`src/rtl/fp16_mul_pkg.sv`:
```
// Shared types for the FP16 multiplier scheduler.
// Operand and result buses are plain 16-bit half-precision words.
package fp16_mul_pkg;
    localparam int FP16_W = 16;
    typedef logic [FP16_W-1:0] fp16_t;
endpackage

```
`src/rtl/fp16_mul_scheduler_rr_arbiter.sv`:
```
// Round-robin arbiter: first set request strictly after ptr, wrapping around.
// Latency: combinational. Backpressure: en=0 forces an all-zero grant.
// Grant depends on req only; requesters must not build req from the grant.
module rr_arbiter #(
    parameter int NREQ = 4,
    localparam int ID_W = $clog2(NREQ)
) (
    input  logic [NREQ-1:0] req,
    input  logic            en,
    input  logic [ID_W-1:0] ptr,
    output logic [NREQ-1:0] gnt,
    output logic [ID_W-1:0] gnt_id
);
    logic            found;
    logic [ID_W-1:0] idx;

    always_comb begin
        gnt    = '0;
        gnt_id = '0;
        found  = 1'b0;
        idx    = '0;
        for (int i = 1; i <= NREQ; i++) begin
            idx = ID_W'((int'(ptr) + i) % NREQ);
            if (en && !found && req[idx]) begin
                gnt[idx] = 1'b1;
                gnt_id   = idx;
                found    = 1'b1;
            end
        end
    end
endmodule

```
`src/rtl/fp16_mul_scheduler.sv`:
```
// Shares one fixed-latency FP16 multiplier among NREQ requesters with round-robin issue.
// Latency: handshake cycle t -> mul_active t+1 -> rsp_valid t+MUL_LAT+2.
// Backpressure: mul_stall blocks new grants only; responses cannot be stalled.
module fp16_mul_scheduler
    import fp16_mul_pkg::*;
#(
    parameter int NREQ    = 4,
    parameter int MUL_LAT = 3,
    localparam int ID_W   = $clog2(NREQ)
) (
    input  logic                     clk,
    input  logic                     nRST,
    input  logic [NREQ-1:0]          req_valid,
    output logic [NREQ-1:0]          req_ready,
    input  logic [NREQ*FP16_W-1:0]   req_fp1,
    input  logic [NREQ*FP16_W-1:0]   req_fp2,
    input  logic                     mul_stall,
    output logic                     mul_active,
    output fp16_t                    mul_fp1,
    output fp16_t                    mul_fp2,
    input  fp16_t                    mul_result,
    output logic [NREQ-1:0]          rsp_valid,
    output fp16_t                    rsp_data,
    output logic [ID_W-1:0]          rsp_id,
    output logic [ID_W+2:0]          inflight,
    output logic                     idle
);
    localparam int CNT_W = ID_W + 3;

    typedef struct packed {
        logic            v;
        logic [ID_W-1:0] id;
    } mul_tag_t;

    logic [NREQ-1:0]  gnt;
    logic [ID_W-1:0]  gnt_id;
    logic             hs;
    fp16_t            fp1_lane [NREQ];
    fp16_t            fp2_lane [NREQ];

    logic [ID_W-1:0]  ptr_q, ptr_d;
    logic             mul_active_q, mul_active_d;
    fp16_t            mul_fp1_q, mul_fp1_d, mul_fp2_q, mul_fp2_d;
    // Stage 0 rides alongside the operand register; the remaining MUL_LAT
    // stages track the multiplier's own pipeline.
    mul_tag_t         tag_q [MUL_LAT+1];
    mul_tag_t         tag_d [MUL_LAT+1];
    logic [NREQ-1:0]  rsp_valid_q, rsp_valid_d;
    fp16_t            rsp_data_q, rsp_data_d;
    logic [ID_W-1:0]  rsp_id_q, rsp_id_d;
    logic [CNT_W-1:0] inflight_q, inflight_d;

    rr_arbiter #(.NREQ(NREQ)) u_arb (
        .req    (req_valid),
        .en     (~mul_stall & nRST),
        .ptr    (ptr_q),
        .gnt    (gnt),
        .gnt_id (gnt_id)
    );

    always_comb begin
        for (int i = 0; i < NREQ; i++) begin
            fp1_lane[i] = req_fp1[i*FP16_W +: FP16_W];
            fp2_lane[i] = req_fp2[i*FP16_W +: FP16_W];
        end
        hs           = |gnt;
        ptr_d        = hs ? gnt_id : ptr_q;
        mul_active_d = hs;
        mul_fp1_d    = hs ? fp1_lane[gnt_id] : mul_fp1_q;
        mul_fp2_d    = hs ? fp2_lane[gnt_id] : mul_fp2_q;
        tag_d[0]     = '{v: hs, id: gnt_id};
        for (int k = 1; k <= MUL_LAT; k++) begin
            tag_d[k] = tag_q[k-1];
        end
        rsp_valid_d  = '0;
        rsp_data_d   = rsp_data_q;
        rsp_id_d     = rsp_id_q;
        if (tag_q[MUL_LAT].v) begin
            rsp_valid_d = NREQ'(1) << tag_q[MUL_LAT].id;
            rsp_data_d  = mul_result;
            rsp_id_d    = tag_q[MUL_LAT].id;
        end
        // An op leaves the count in the cycle its response is presented.
        inflight_d = inflight_q + CNT_W'(hs) - CNT_W'(|rsp_valid_q);
    end

    always_ff @(posedge clk or negedge nRST) begin
        if (!nRST) begin
            ptr_q        <= ID_W'(NREQ - 1);
            mul_active_q <= 1'b0;
            mul_fp1_q    <= '0;
            mul_fp2_q    <= '0;
            for (int k = 0; k <= MUL_LAT; k++) begin
                tag_q[k] <= '0;
            end
            rsp_valid_q  <= '0;
            rsp_data_q   <= '0;
            rsp_id_q     <= '0;
            inflight_q   <= '0;
        end else begin
            ptr_q        <= ptr_d;
            mul_active_q <= mul_active_d;
            mul_fp1_q    <= mul_fp1_d;
            mul_fp2_q    <= mul_fp2_d;
            for (int k = 0; k <= MUL_LAT; k++) begin
                tag_q[k] <= tag_d[k];
            end
            rsp_valid_q  <= rsp_valid_d;
            rsp_data_q   <= rsp_data_d;
            rsp_id_q     <= rsp_id_d;
            inflight_q   <= inflight_d;
        end
    end

    assign req_ready  = gnt;
    assign mul_active = mul_active_q;
    assign mul_fp1    = mul_fp1_q;
    assign mul_fp2    = mul_fp2_q;
    assign rsp_valid  = rsp_valid_q;
    assign rsp_data   = rsp_data_q;
    assign rsp_id     = rsp_id_q;
    assign inflight   = inflight_q;
    assign idle       = (inflight_q == '0) && (req_valid == '0);
endmodule

```
`config.mk`:
```
export PLATFORM = sky130hd
export DESIGN_NAME = fp16_mul_scheduler
export DESIGN_NICKNAME = d
export VERILOG_FILES = /design/src/rtl/fp16_mul_pkg.sv /design/src/rtl/fp16_mul_scheduler_rr_arbiter.sv /design/src/rtl/fp16_mul_scheduler.sv
export SDC_FILE = /design/constraint.sdc
export NUM_CORES = 1
export LEC_CHECK = 0
export CAP_MARGIN = 20
export CORE_ASPECT_RATIO = 0.8
export CORE_MARGIN = 2
export CORE_UTILIZATION = 36
export CTS_CLUSTER_SIZE = 30
export DETAILED_ROUTE_END_ITERATION = 6
export GPL_ROUTABILITY_DRIVEN = 0
export PLACE_DENSITY = 0.77
export SYNTH_ARGS = -nofsm -noshare
export SYNTH_HDL_FRONTEND = slang
export SYNTH_HIERARCHICAL = 1
export SYNTH_SLANG_ARGS = --single-unit
```
`constraint.sdc`:
```
create_clock -name clk -period 4.5 [get_ports clk]
set_clock_uncertainty 0.2 [all_clocks]
set_input_delay 0.45 -clock clk [delete_from_list [all_inputs] [get_ports clk]]
set_output_delay 0.45 -clock clk [all_outputs]
set_load 0.01 [all_outputs]
```
Word level (Yosys, flattened, before mapping)
Cells that the tools add are included.
{"block": "totals", "ff_bits": 73, "latchBits": 0, "ramBits": 0, "rom_bits": 0, "inputBits": 151, "output_inout_bits": 65, "elab_cells": 90, "mem_count": 0}
{"block": "classes", "addsub": 6, "mul": 0, "n_div": 0, "n_lt_le_gt_ge": 9, "eq_ne": 0, "n_shift": 1, "mux": 34, "n_bitwise": 6, "reduce_logical": 19}
{"operator": "16-bit binary-select mux with 2-bit select", "count": 2}
{"operator": "16-bit two-way mux", "count": 4}
{"operator": "4-bit two-way mux", "count": 5}
{"operator": "1-bit logical AND", "count": 12}
{"operator": "2-bit by 3-bit less-than comparator with 1-bit output, second input constant", "count": 4}
{"operator": "4-bit bitwise OR", "count": 3}
{"operator": "1-bit two-way mux", "count": 11}
{"operator": "1-bit binary-select mux with 2-bit select", "count": 4}
{"operator": "1-bit demux with 2-bit select", "count": 4}
{"operator": "2-bit by 1-bit >= comparator with 1-bit output, second input constant", "count": 4}
{"operator": "2-bit two-way mux", "count": 4}
{"operator": "4-bit OR reduction", "count": 2}
{"operator": "5-bit by 1-bit adder with 5-bit output", "count": 1}
{"operator": "5-bit logical NOT", "count": 1}
{"operator": "5-bit by 1-bit subtractor with 5-bit output", "count": 1}
{"operator": "2-bit by 1-bit adder with 2-bit output, second input constant", "count": 2}
{"operator": "2-bit adder, second input constant", "count": 2}
{"operator": "4-bit logical NOT", "count": 1}
{"operator": "1-bit by 2-bit left shift with 4-bit output, first input constant", "count": 1}
{"operator": "3-bit >= comparator, second input constant", "count": 1}
{"operator": "1-bit logical NOT", "count": 3}
{"operator": "2-bit inverter with 3-bit output", "count": 1}
{"operator": "1-bit AND", "count": 1}
{"operator": "1-bit inverter", "count": 1}

Logic depth before layout (Yosys ltp)
Gate-level depths: netlist of run 1.
{"block": "depth", "ltp_word": 21, "ltp_mapped": 18, "ltp_nobuf": 15}

By module
Netlist of run 1, hierarchy kept.
{"module": "fp16_mul_scheduler", "n_inst": 1, "cells_each": 203, "area_per_inst_um2": 3497.1, "seq_area_each_um2": 1829.3}
{"module": "rr_arbiter", "n_inst": 1, "cells_each": 54, "area_per_inst_um2": 486.7, "seq_area_each_um2": 0.0}

Least setup slack after synthesis of run 1
OpenSTA, ideal clock, no wires.
{"block": "synth_path", "kind": "register to register", "startpoint": "reg ptr_q[0]", "endpoint": "reg inflight_q[4], in the netlist inflight[4]", "setup_ps": 124, "arrival_time_ps": 4130, "t_required_ps": 4176, "setup_slack_ps": 46, "stages_incl_launch_ff": 18, "path_buffers": 3, "synth_period_minus_slack_ps": 4454, "cell_sequence": "dfstp_2 buf_6 inv_1 ha_1 clkbuf_1 mux4_2 a22o_1 a22oi_1 nand2_1 nor4_4 buf_6 ha_1 inv_1 ha_1 fa_1 a21oi_1 o21bai_1 xnor2_1"}
{"block": "synth_between", "elab_chain_len": 20, "word_cells_on_any_way": 55, "cone_classes": "add/sub (6); order compare (8); mux (23); bitwise (3); reduce/logical (15)"}
{"element": "start, declared", "line": "fp16_mul_scheduler.sv:41", "rtl": "logic [ID_W-1:0] ptr_q, ptr_d;"}
{"element": "start signal, assigned", "line": "fp16_mul_scheduler.sv:89", "rtl": "ptr_q <= ID_W'(NREQ - 1);"}
{"element": "start signal, assigned", "line": "fp16_mul_scheduler.sv:101", "rtl": "ptr_q <= ptr_d;"}
{"element": "branches (longest 16 deep; another with 2-bit by 3-bit less-than comparator with 1-bit output)"}
{"element": "4-bit two-way mux *", "line": "fp16_mul_scheduler_rr_arbiter.sv:24", "rtl": "if (en && !found && req[idx]) begin"}
{"element": "via req_ready[2]", "line": "fp16_mul_scheduler.sv:14", "rtl": "output logic [NREQ-1:0] req_ready,"}
{"element": "4-bit OR reduction *", "line": "fp16_mul_scheduler.sv:66", "rtl": "hs = |gnt;"}
{"element": "5-bit by 1-bit adder with 5-bit output *", "line": "fp16_mul_scheduler.sv:84", "rtl": "inflight_d = inflight_q + CNT_W'(hs) - CNT_W'(|rsp_valid_q);"}
{"element": "5-bit by 1-bit subtractor with 5-bit output *", "line": "fp16_mul_scheduler.sv:84"}
{"element": "via inflight_d[4]", "line": "fp16_mul_scheduler.sv:51", "rtl": "logic [CNT_W-1:0] inflight_q, inflight_d;"}
{"element": "end signal, assigned", "line": "fp16_mul_scheduler.sv:111", "rtl": "inflight_q <= inflight_d;"}
{"element": "end, declared", "line": "fp16_mul_scheduler.sv:51"}
Mark *: on every way through the listed nets, which the timed path passes. The select of a mux whose other input is x is not followed.
A chain may end at the register's enable or synchronous reset.

Worst setup path in the final report of run 1
{"block": "layout_path", "startpoint": "reg ptr_q[0]", "endpoint": "reg inflight_q[4], in the netlist inflight[4]"}
{"block": "layout_between", "elab_chain_len": 20, "word_cells_on_any_way": 55, "cone_classes": "add/sub (6); order compare (8); mux (23); bitwise (3); reduce/logical (15)"}
{"element": "branches (longest 16 deep; another with 2-bit by 3-bit less-than comparator with 1-bit output)"}
{"element": "4-bit two-way mux *", "line": "fp16_mul_scheduler_rr_arbiter.sv:24"}
{"element": "4-bit OR reduction *", "line": "fp16_mul_scheduler.sv:66"}
{"element": "5-bit by 1-bit adder with 5-bit output *", "line": "fp16_mul_scheduler.sv:84"}
{"element": "5-bit by 1-bit subtractor with 5-bit output *", "line": "fp16_mul_scheduler.sv:84"}
{"element": "via inflight_d[4]", "line": "fp16_mul_scheduler.sv:51"}
Marks and branches as above.

==> results of run 1 <==
final cells by class:
cell class	count	area [um^2]
Sequential cell	73	1830
Inverter	9	33.8
Clock buffer	10	229
Fill cell	871	4330
Clock inverter	6	42.5
Tap cell	144	180
Multi-Input combinational cell	159	1990
Timing Repair Buffer	219	2200
metrics by stage:
stage | utilization [%] | power [uW]
4_1_cts | 60.0 | 3860
5_1_grt | 60.0 | 4060
3_3_place_gp | 57.5 | 3130
6_report | 60.0 | 3800
2_1_floorplan | - | 2300
3_5_place_dp | 57.5 | 3190
cells in the final DEF (no fill, tap or decap), types with 2 or more instances in the layout:
cell type	synthesis	final
and3_1	3	3
clkdlybuf4s50_1	0	214
ha_1	14	14
a21o_1	4	4
a22oi_1	4	4
xor2_1	3	3
a22o_1	4	4
dfstp_2	2	2
clkinv_2	0	2
nand2_1	9	9
clkbuf_16	0	9
nor2_1	3	3
o21bai_1	2	2
nor4_1	2	2
buf_12	0	2
clkinvlp_4	0	2
o21ai_0	3	3
buf_4	0	3
a21oi_1	3	3
nor2b_4	2	2
mux4_2	35	35
dfrtp_1	71	71
mux2_2	51	51
inv_1	9	9
sequential cells by signal (all words and copies together) (netlist names):
| signal | cells |
|---|---|
| rsp_id | 2 |
| mul_fp1 | 16 |
| rsp_valid | 4 |
| tag_q | 3 |
| mul_fp2 | 16 |
| rsp_data | 16 |
| inflight | 5 |
| tag_d | 9 |
| ptr_q | 2 |
worst max path at each step:
stage	slack [ns]	endpoint	cells after the start
finish	0.31	inflight[4]$_DFF_PN0_	15
floorplan	0.05	inflight[4]$_DFF_PN0_	17
detailed placement	0.35	inflight[4]$_DFF_PN0_	15
CTS	0.34	inflight[4]$_DFF_PN0_	15
global placement	0.48	inflight[4]$_DFF_PN0_	15
global route	0.06	inflight[4]$_DFF_PN0_	15
cell families (layout without fill, tap and decap cells):
group           Yosys count  in the layout  synth area share (%)
mux                      88             88                  35.1
flops                    73             73                  45.9
simple gates             29             29                  4.87
buf+inv                  25            244                  4.08
compound gates           23             23                  4.21
fa+ha+maj                15             15                  4.90
xor+xnor                  4              4                 0.880
cell usage after synthesis, types with 2 or more instances:
cell,count,share of area [%]
ha_1,14,4.4
a21oi_1,3,0.38
nor4_1,2,0.31
a22oi_1,4,0.75
nand2_1,9,0.85
nor2b_4,2,0.69
buf_6,9,2.5
mux2_2,51,14
clkbuf_1,5,0.47
and3_1,3,0.47
nor2_1,3,0.28
a22o_1,4,0.88
dfstp_2,2,1.3
o21bai_1,2,0.38
dfrtp_1,71,45
xor2_1,3,0.66
o21ai_0,3,0.38
a21o_1,4,0.75
mux4_2,35,20
inv_1,9,0.85
report_power, final:
group / internal, uW / switching [uW] / total [uW] / leakage [uW]
clock: 374 / 265 / 639 / 0.000129
combinational: 1210 / 769 / 1980 / 0.00163
sequential: 973 / 202 / 1180 / 0.000885
routing by layer:
metal	global-route usage, %	vias up
li1	-	1417
met1	21.4	1518
met2	33.4	169
met3	7.65	11
met4	4.51	0
met5	0	-
worst max-delay path, cell delays in order, from the launching register on:
cell	delay [ns]
dfstp_2	0.72
inv_1	0.16
ha_1	0.44
mux4_2	0.45
nor2_2	0.23
and3_1	0.25
a22oi_1	0.10
nand2_1	0.17
nor4_4	0.07
ha_1	0.27
inv_1	0.04
ha_1	0.19
fa_1	0.41
a21oi_1	0.17
o21bai_1	0.09
xnor2_1	0.13
==> results.cfg, run 1 <==
[yosys]
synth-edff-count = 0
synthCells = 257
ys_ff_latch = 73
synth.cell_area_um2 = 3980
ys_warn_count = 6
async_flop_share_pct = 100
syn_avg_cell_area_um2 = 15.5
yosysUniqueCellTypes = 39
synth_flop_cell = dfrtp_1
synth_nets = 423
ys_seq_area_share_pct = 45.9

[die]
die_h_um = 98.1
coreArea_um2 = 10800
start_util_pct = 36.7
placementRows = 34
die_w_um = 122
ios = 216
die-area_um2 = 11900

[clocking]
cts.sinks = 73
post_cts_resized = 0
clk_latency_ns = 0.32
cts-htree-levels = 3
cts_tree = yes
post_cts_buffers = 0
clk_pin_slew_worst_paths_ns = 0.06
cts_buffers = 9
clockBufferDepth = 2
ctsHoldBuffers = 0
clk_root_buffer_cell = clkbuf_16

[worst_setup_path]
worst_r2r_endpoint = inflight[4]$_DFF_PN0_
timing.rr.start = ptr_q[0]$_DFFE_PN1P_
crit_start = ptr_q[0]$_DFFE_PN1P_
r2r_slack_ns = 0.31
crit_type = reg2reg
rr_worst_depth = 15
cp_max_fo = 17
arrival_ns = 4.20
startpoint_type = flop
worstSetupEndpointType = flop
cp.required_ns = 4.51

[route]
highest_layer = met4
wl_met1_um = 4150
detail_route.vias_per_cell = 5.02
wl_met2_um = 5500
wl_per_cell_um = 17.6
drt_drc_violations_left = 0
drtPass1Iterations = 4
drt_iter0_drc = 103
wl_met3_um = 1140
num_vias = 3115
antenna_left = 0
wl_um = 10900

[layout]
design_area_um2 = 6510
n_antenna_cell = 0
fin_cells = 620
layout.nets = 637
drive_gt1_share_pct = 24.2
area_delta_synth_final_pct = 63.5

[timing]
final.min_clock_period_ns = 4.19
slew_headroom_pct = 40.3
drv_slew = 0
hold_viol_final = 0
setup_tns_ns = 0
holdWs_ns = 0.125
fmax_ghz = 0.239
setup_ws_ns = 0.310
tightestPinTransition_ns = 0.896
setup_viol = 0
rsz0062_at_grt = no
fin_crit_sh_pct = 93.1

[global_route]
grt-ovfl-total = 0
grt_pass1_wl_um = 17300
grt_pass1_vias = 3415
grt_use_total_pct = 18.9
grt_antenna_before_repair = 0
grt_max_degree = 74

[place]
port_buffers = 215
post-place-cells = 604
dpl_cell_area_um2 = 6240
dp_hpwl_um = 8500
pre_cts_slack_ns = 0.354

[power_and_ir_drop]
p_per_area_nw_per_um2 = 583
p_leak_uw = 0.00264
vdd_drop_max_mv = 0.229

[flow_run]
maxCapViolCount = 0

[outcome]
outcome = completed

[hold_path]
hold_class = in2async
Power figures use the tool's default switching activity.
==> inputs of run 2 (changes only) <==
- REMOVE_ABC_BUFFERS: default -> 1
- SLEW_MARGIN: default -> 40
==> results.cfg, run 2 (synthesis gave the netlist of run 1 again) <==
[power_and_ir_drop]
switching_share_pct = 31.6
clkPwrFrac_pct = 20.8
combPwrFrac_pct = 49.7
seqPwrFrac_pct = 29.5
p_sw_uw = 1270
vdd_drop_max_mv = 0.247
p_leak_uw = 0.00268
p_per_area_nw_per_um2 = 606
total_power_uw = 4000
p_int_uw = 2740

[clocking]
clk_root_buffer_cell = clkbuf_16
cts.sinks = 73
cts_tree = yes
cts-htree-levels = 3
clockBufferDepth = 2
ctsHoldBuffers = 0
clk_pin_slew_worst_paths_ns = 0.06
cts_buffers = 9
clk_latency_ns = 0.33

[timing]
final.min_clock_period_ns = 4.18
setup_viol = 0
fin_crit_sh_pct = 93.0
tightestPinTransition_ns = 0.651
slew_headroom_pct = 56.6
hold_viol_final = 0
drv_slew = 0
fmax_ghz = 0.239
rsz0062_at_grt = no

[die]
coreArea_um2 = 10800
placementRows = 34
ios = 216
die_w_um = 122
die-area_um2 = 11900
die_h_um = 98.1
start_util_pct = 36.7

[worst_setup_path]
rr_worst_depth = 14
crit_type = reg2reg
crit_start = ptr_q[0]$_DFFE_PN1P_
worstSetupEndpointType = flop
worst_r2r_endpoint = inflight[4]$_DFF_PN0_
cpMostUsedCell = ha_1
cp_max_fo = 17
r2r_slack_ns = 0.32
crit_cells = 14
crit_family = adder cells
crit_chain = inv_1 > ha_1 > mux4_2 > a22o_1 > a22oi_1 > nand2_1 > nor4_4 > ha_1 > inv_1 > ha_1 > fa_1 > a21oi_1 > o21bai_1 > xnor2_1
crit_buf_inv = 2
arrival_ns = 4.22
startpoint_type = flop
timing.rr.start = ptr_q[0]$_DFFE_PN1P_
cp.required_ns = 4.54
cpPeakStageDelay_ns = 0.72
cp_slowest_cell = dfstp_4

[layout]
layout.nets = 637
fin_util_pct = 60.9
layout_common_cells = 214 x clkdlybuf4s50_1, 70 x dfrtp_1, 51 x mux2_2
area_delta_synth_final_pct = 65.7
fin_cells = 620
layout_commonest_cell = clkdlybuf4s50_1
drive_gt1_share_pct = 24.6
n_antenna_cell = 0

[route]
num_vias = 3102
wl_per_cell_um = 17.6
detail_route.vias_per_cell = 5.00
wl_um = 10900
antenna_left = 0
drt_drc_violations_left = 0
drtPass1Iterations = 4
drt_iter0_drc = 163

[global_route]
grt_use_total_pct = 19.1
grt-ovfl-total = 0
grt_pass1_wl_um = 17400
grt_antenna_before_repair = 0
grt_max_degree = 74
grt_pass1_vias = 3334

[flow_run]
maxCapViolCount = 0

[place]
port_buffers = 215
dp_hpwl_um = 8390
post-place-cells = 604

[outcome]
outcome = completed

[hold_path]
hold_class = in2async
-- run 2: repair_timing --
| item | in CTS | in global routing |
|---|---|---|
| setup buffers | 0 | 0 |
| endpoints found under the setup margin | 0 | 1 |
| resized for setup | 0 | 1 |
-- run 2: how the worst max path moves through the flow --
stage	endpoint	slack, ns
global placement	inflight[4]$_DFF_PN0_	0.46
floorplan	inflight[4]$_DFF_PN0_	-0.54
CTS	inflight[4]$_DFF_PN0_	0.24
global route	inflight[4]$_DFF_PN0_	0.08
detailed placement	inflight[4]$_DFF_PN0_	0.30
finish	inflight[4]$_DFF_PN0_	0.32
-- run 2: layout make-up --
| type | instances | area (um^2) |
|---|---|---|
| repair buffers | 219 | 2210 |
| clock inverters | 7 | 125 |
| clock buffers | 9 | 225 |
| flip-flops and latches | 73 | 1830 |
| fillers | 884 | 4250 |
| multi-input cells | 159 | 1990 |
| well taps | 144 | 180 |
| inverters | 9 | 33.8 |
-- run 2: power groups by stage --
stage                     logic [uW]  registers, uW  clock network, uW
after floorplan                  954           1280                  0
after global placement          1960           1170                  0
after detailed placement        2010           1180                  0
after CTS                       2020           1180                851
after global routing            2140           1220                885
final                           1990           1180                832
-- run 2: layer usage --
metal | vias up | part of all wire [%] | global-route usage (%)
met5 | - | 0 | 0
met4 | 0 | 0.86 | 4.42
met3 | 10 | 8.5 | 7.13
met2 | 138 | 53 | 33.4
met1 | 1537 | 38 | 22.4
li1 | 1417 | - | -
-- run 2: metrics by stage --
stage          area (um^2)  worst slack, ns  TNS [ns]  hold slack, ns
4_1_cts               6600            0.245         0          0.0970
3_3_place_gp          6240            0.459         0           0.131
2_1_floorplan         3850           -0.542     -2.10         -0.0456
5_1_grt               6600           0.0769         0           0.113
6_report              6600            0.316         0          0.0493
3_5_place_dp          6250            0.295         0           0.136
==> inputs of run 3 (changes only) <==
- CORE_UTILIZATION: 36 -> 34
- PLACE_DENSITY: 0.77 -> 0.73
- REMOVE_ABC_BUFFERS: 1 -> default
- clock period: 4.5 -> 3.7 ns (I/O delays scaled with it)
==> results.cfg, run 3 (synthesis gave the netlist of run 1 again) <==
[clocking]
cts_buffers = 9
cts-htree-levels = 3
cts_tree = yes
cts.sinks = 73
clockBufferDepth = 2
clk_pin_slew_worst_paths_ns = 0.06
clk_latency_ns = 0.32
clk_root_buffer_cell = clkbuf_16

[power_and_ir_drop]
p_leak_uw = 0.00278
combPwrFrac_pct = 52.4
clkPwrFrac_pct = 19.6
p_int_uw = 3460
p_sw_uw = 1560
seqPwrFrac_pct = 28.0
vdd_drop_max_mv = 0.249
p_per_area_nw_per_um2 = 733
switching_share_pct = 31.1

[place]
dp_hpwl_um = 8420
dpl_cell_area_um2 = 6400
post-place-cells = 616
port_buffers = 215

[layout]
layout.nets = 657
fill_cells = 928
layout_commonest_cell = clkdlybuf4s50_1
fin_util_pct = 59.7
drive_gt1_share_pct = 30.2
area_delta_synth_final_pct = 72.1
fin_cells = 644
n_antenna_cell = 0
design_area_um2 = 6860
layout_common_cells = 214 x clkdlybuf4s50_1, 71 x dfrtp_1, 51 x mux2_2

[hold_path]
hold_class = reg2reg

[worst_setup_path]
cp_max_fo = 7
crit_type = reg2reg
arrival_ns = 3.61
worstSetupEndpointType = flop
startpoint_type = flop
r2r_slack_ns = 0.10
cp.required_ns = 3.72

[die]
coreArea_um2 = 11500
die_h_um = 101
placementRows = 35
die_w_um = 125
die-area_um2 = 12600
ios = 216
start_util_pct = 34.7

[global_route]
grt_antenna_before_repair = 0
grt_max_degree = 74
grt_pass1_vias = 3295
grt_use_total_pct = 17.1
grt_pass1_wl_um = 16800
grt-ovfl-total = 0

[timing]
fin_crit_sh_pct = 97.2
holdWs_ns = 0.147
setup_tns_ns = 0
tightestPinTransition_ns = 0.778
setup_viol = 0
hold_viol_final = 0
drv_slew = 0
fmax_ghz = 0.278
rsz0062_at_grt = yes
slew_headroom_pct = 48.1
final.min_clock_period_ns = 3.60

[route]
drt_drc_violations_left = 0
num_vias = 3198
wl_um = 11000
detail_route.vias_per_cell = 4.97
drtPass1Iterations = 4
drt_iter0_drc = 147
wl_per_cell_um = 17.1
antenna_left = 0

[flow_run]
maxCapViolCount = 0

[outcome]
outcome = completed
[run 3: layout make-up]
type                            instances  area [um^2]  area share [%]
Timing Repair Buffer                  239         2390            34.9
Clock inverter                          6          115            1.68
Clock buffer                           10          229            3.34
Inverter                                9         36.3           0.529
Tap cell                              148          185            2.70
Multi-Input combinational cell        159         2070            30.2
Sequential cell                        73         1830            26.7
[run 3: what timing repair did]
item | CTS | global route
buffers inserted | 0 | 11
setup endpoints to repair | 0 | 3
resized for setup | 0 | 4
hold endpoints to repair | 35 | 0
hold buffers | 1 | 0
[run 3: path summary, 6_finish.rpt]
check                                     start                      end  cells past startpoint
hold / removal               tag_d[4]$_DFF_PN0_       tag_d[1]$_DFF_PN0_                      0
setup / recovery           ptr_q[0]$_DFFE_PN1P_    inflight[4]$_DFF_PN0_                     14
min in group asynchronous                  nRST  mul_fp1[12]$_DFFE_PN0P_                      3
hold reg to reg              tag_d[4]$_DFF_PN0_       tag_d[1]$_DFF_PN0_                      0
setup reg to reg           ptr_q[0]$_DFFE_PN1P_    inflight[4]$_DFF_PN0_                     14
max in group asynchronous                  nRST       tag_q[0]$_DFF_PN0_                      3
[run 3: power by group through the flow]
stage	Clock (uW)	Combinational [uW]	Sequential, uW
3_3_place_gp	0	2530	1400
6_report	985	2640	1410
2_1_floorplan	0	1360	1530
3_5_place_dp	0	2570	1420
5_1_grt	1060	2850	1470
4_1_cts	1010	2580	1420
[run 3: per-stage QoR]
stage / setup slack [ns] / power [uW]
2_1_floorplan: -0.437 / 2890
3_3_place_gp: 0.00778 / 3930
3_5_place_dp: -0.0955 / 4000
4_1_cts: 0.0522 / 5000
5_1_grt: -0.0644 / 5370
6_report: 0.102 / 5030
[run 3: per-layer routing]
| layer | vias up | wire length (um) | track usage (%) | share of wire, % |
|---|---|---|---|---|
| met2 | 145 | 5690 | 29.3 | 52 |
| met1 | 1593 | 4290 | 20.9 | 39 |
| met5 | - | 0 | 0 | 0 |
| met4 | 0 | 83 | 3.33 | 0.75 |
| met3 | 9 | 941 | 6.58 | 8.5 |
| li1 | 1451 | - | - | - |
[run 3: critical path, cell delays in order, from the launching register on]
cell      delay, ns
dfstp_2        0.58
inv_4          0.06
ha_4           0.29
mux4_2         0.41
a22o_1         0.27
a22oi_2        0.17
nand2_2        0.09
nor4_4         0.36
ha_4           0.18
inv_2          0.04
ha_4           0.15
fa_2           0.35
a21oi_2        0.14
o21bai_1       0.08
xnor2_1        0.12
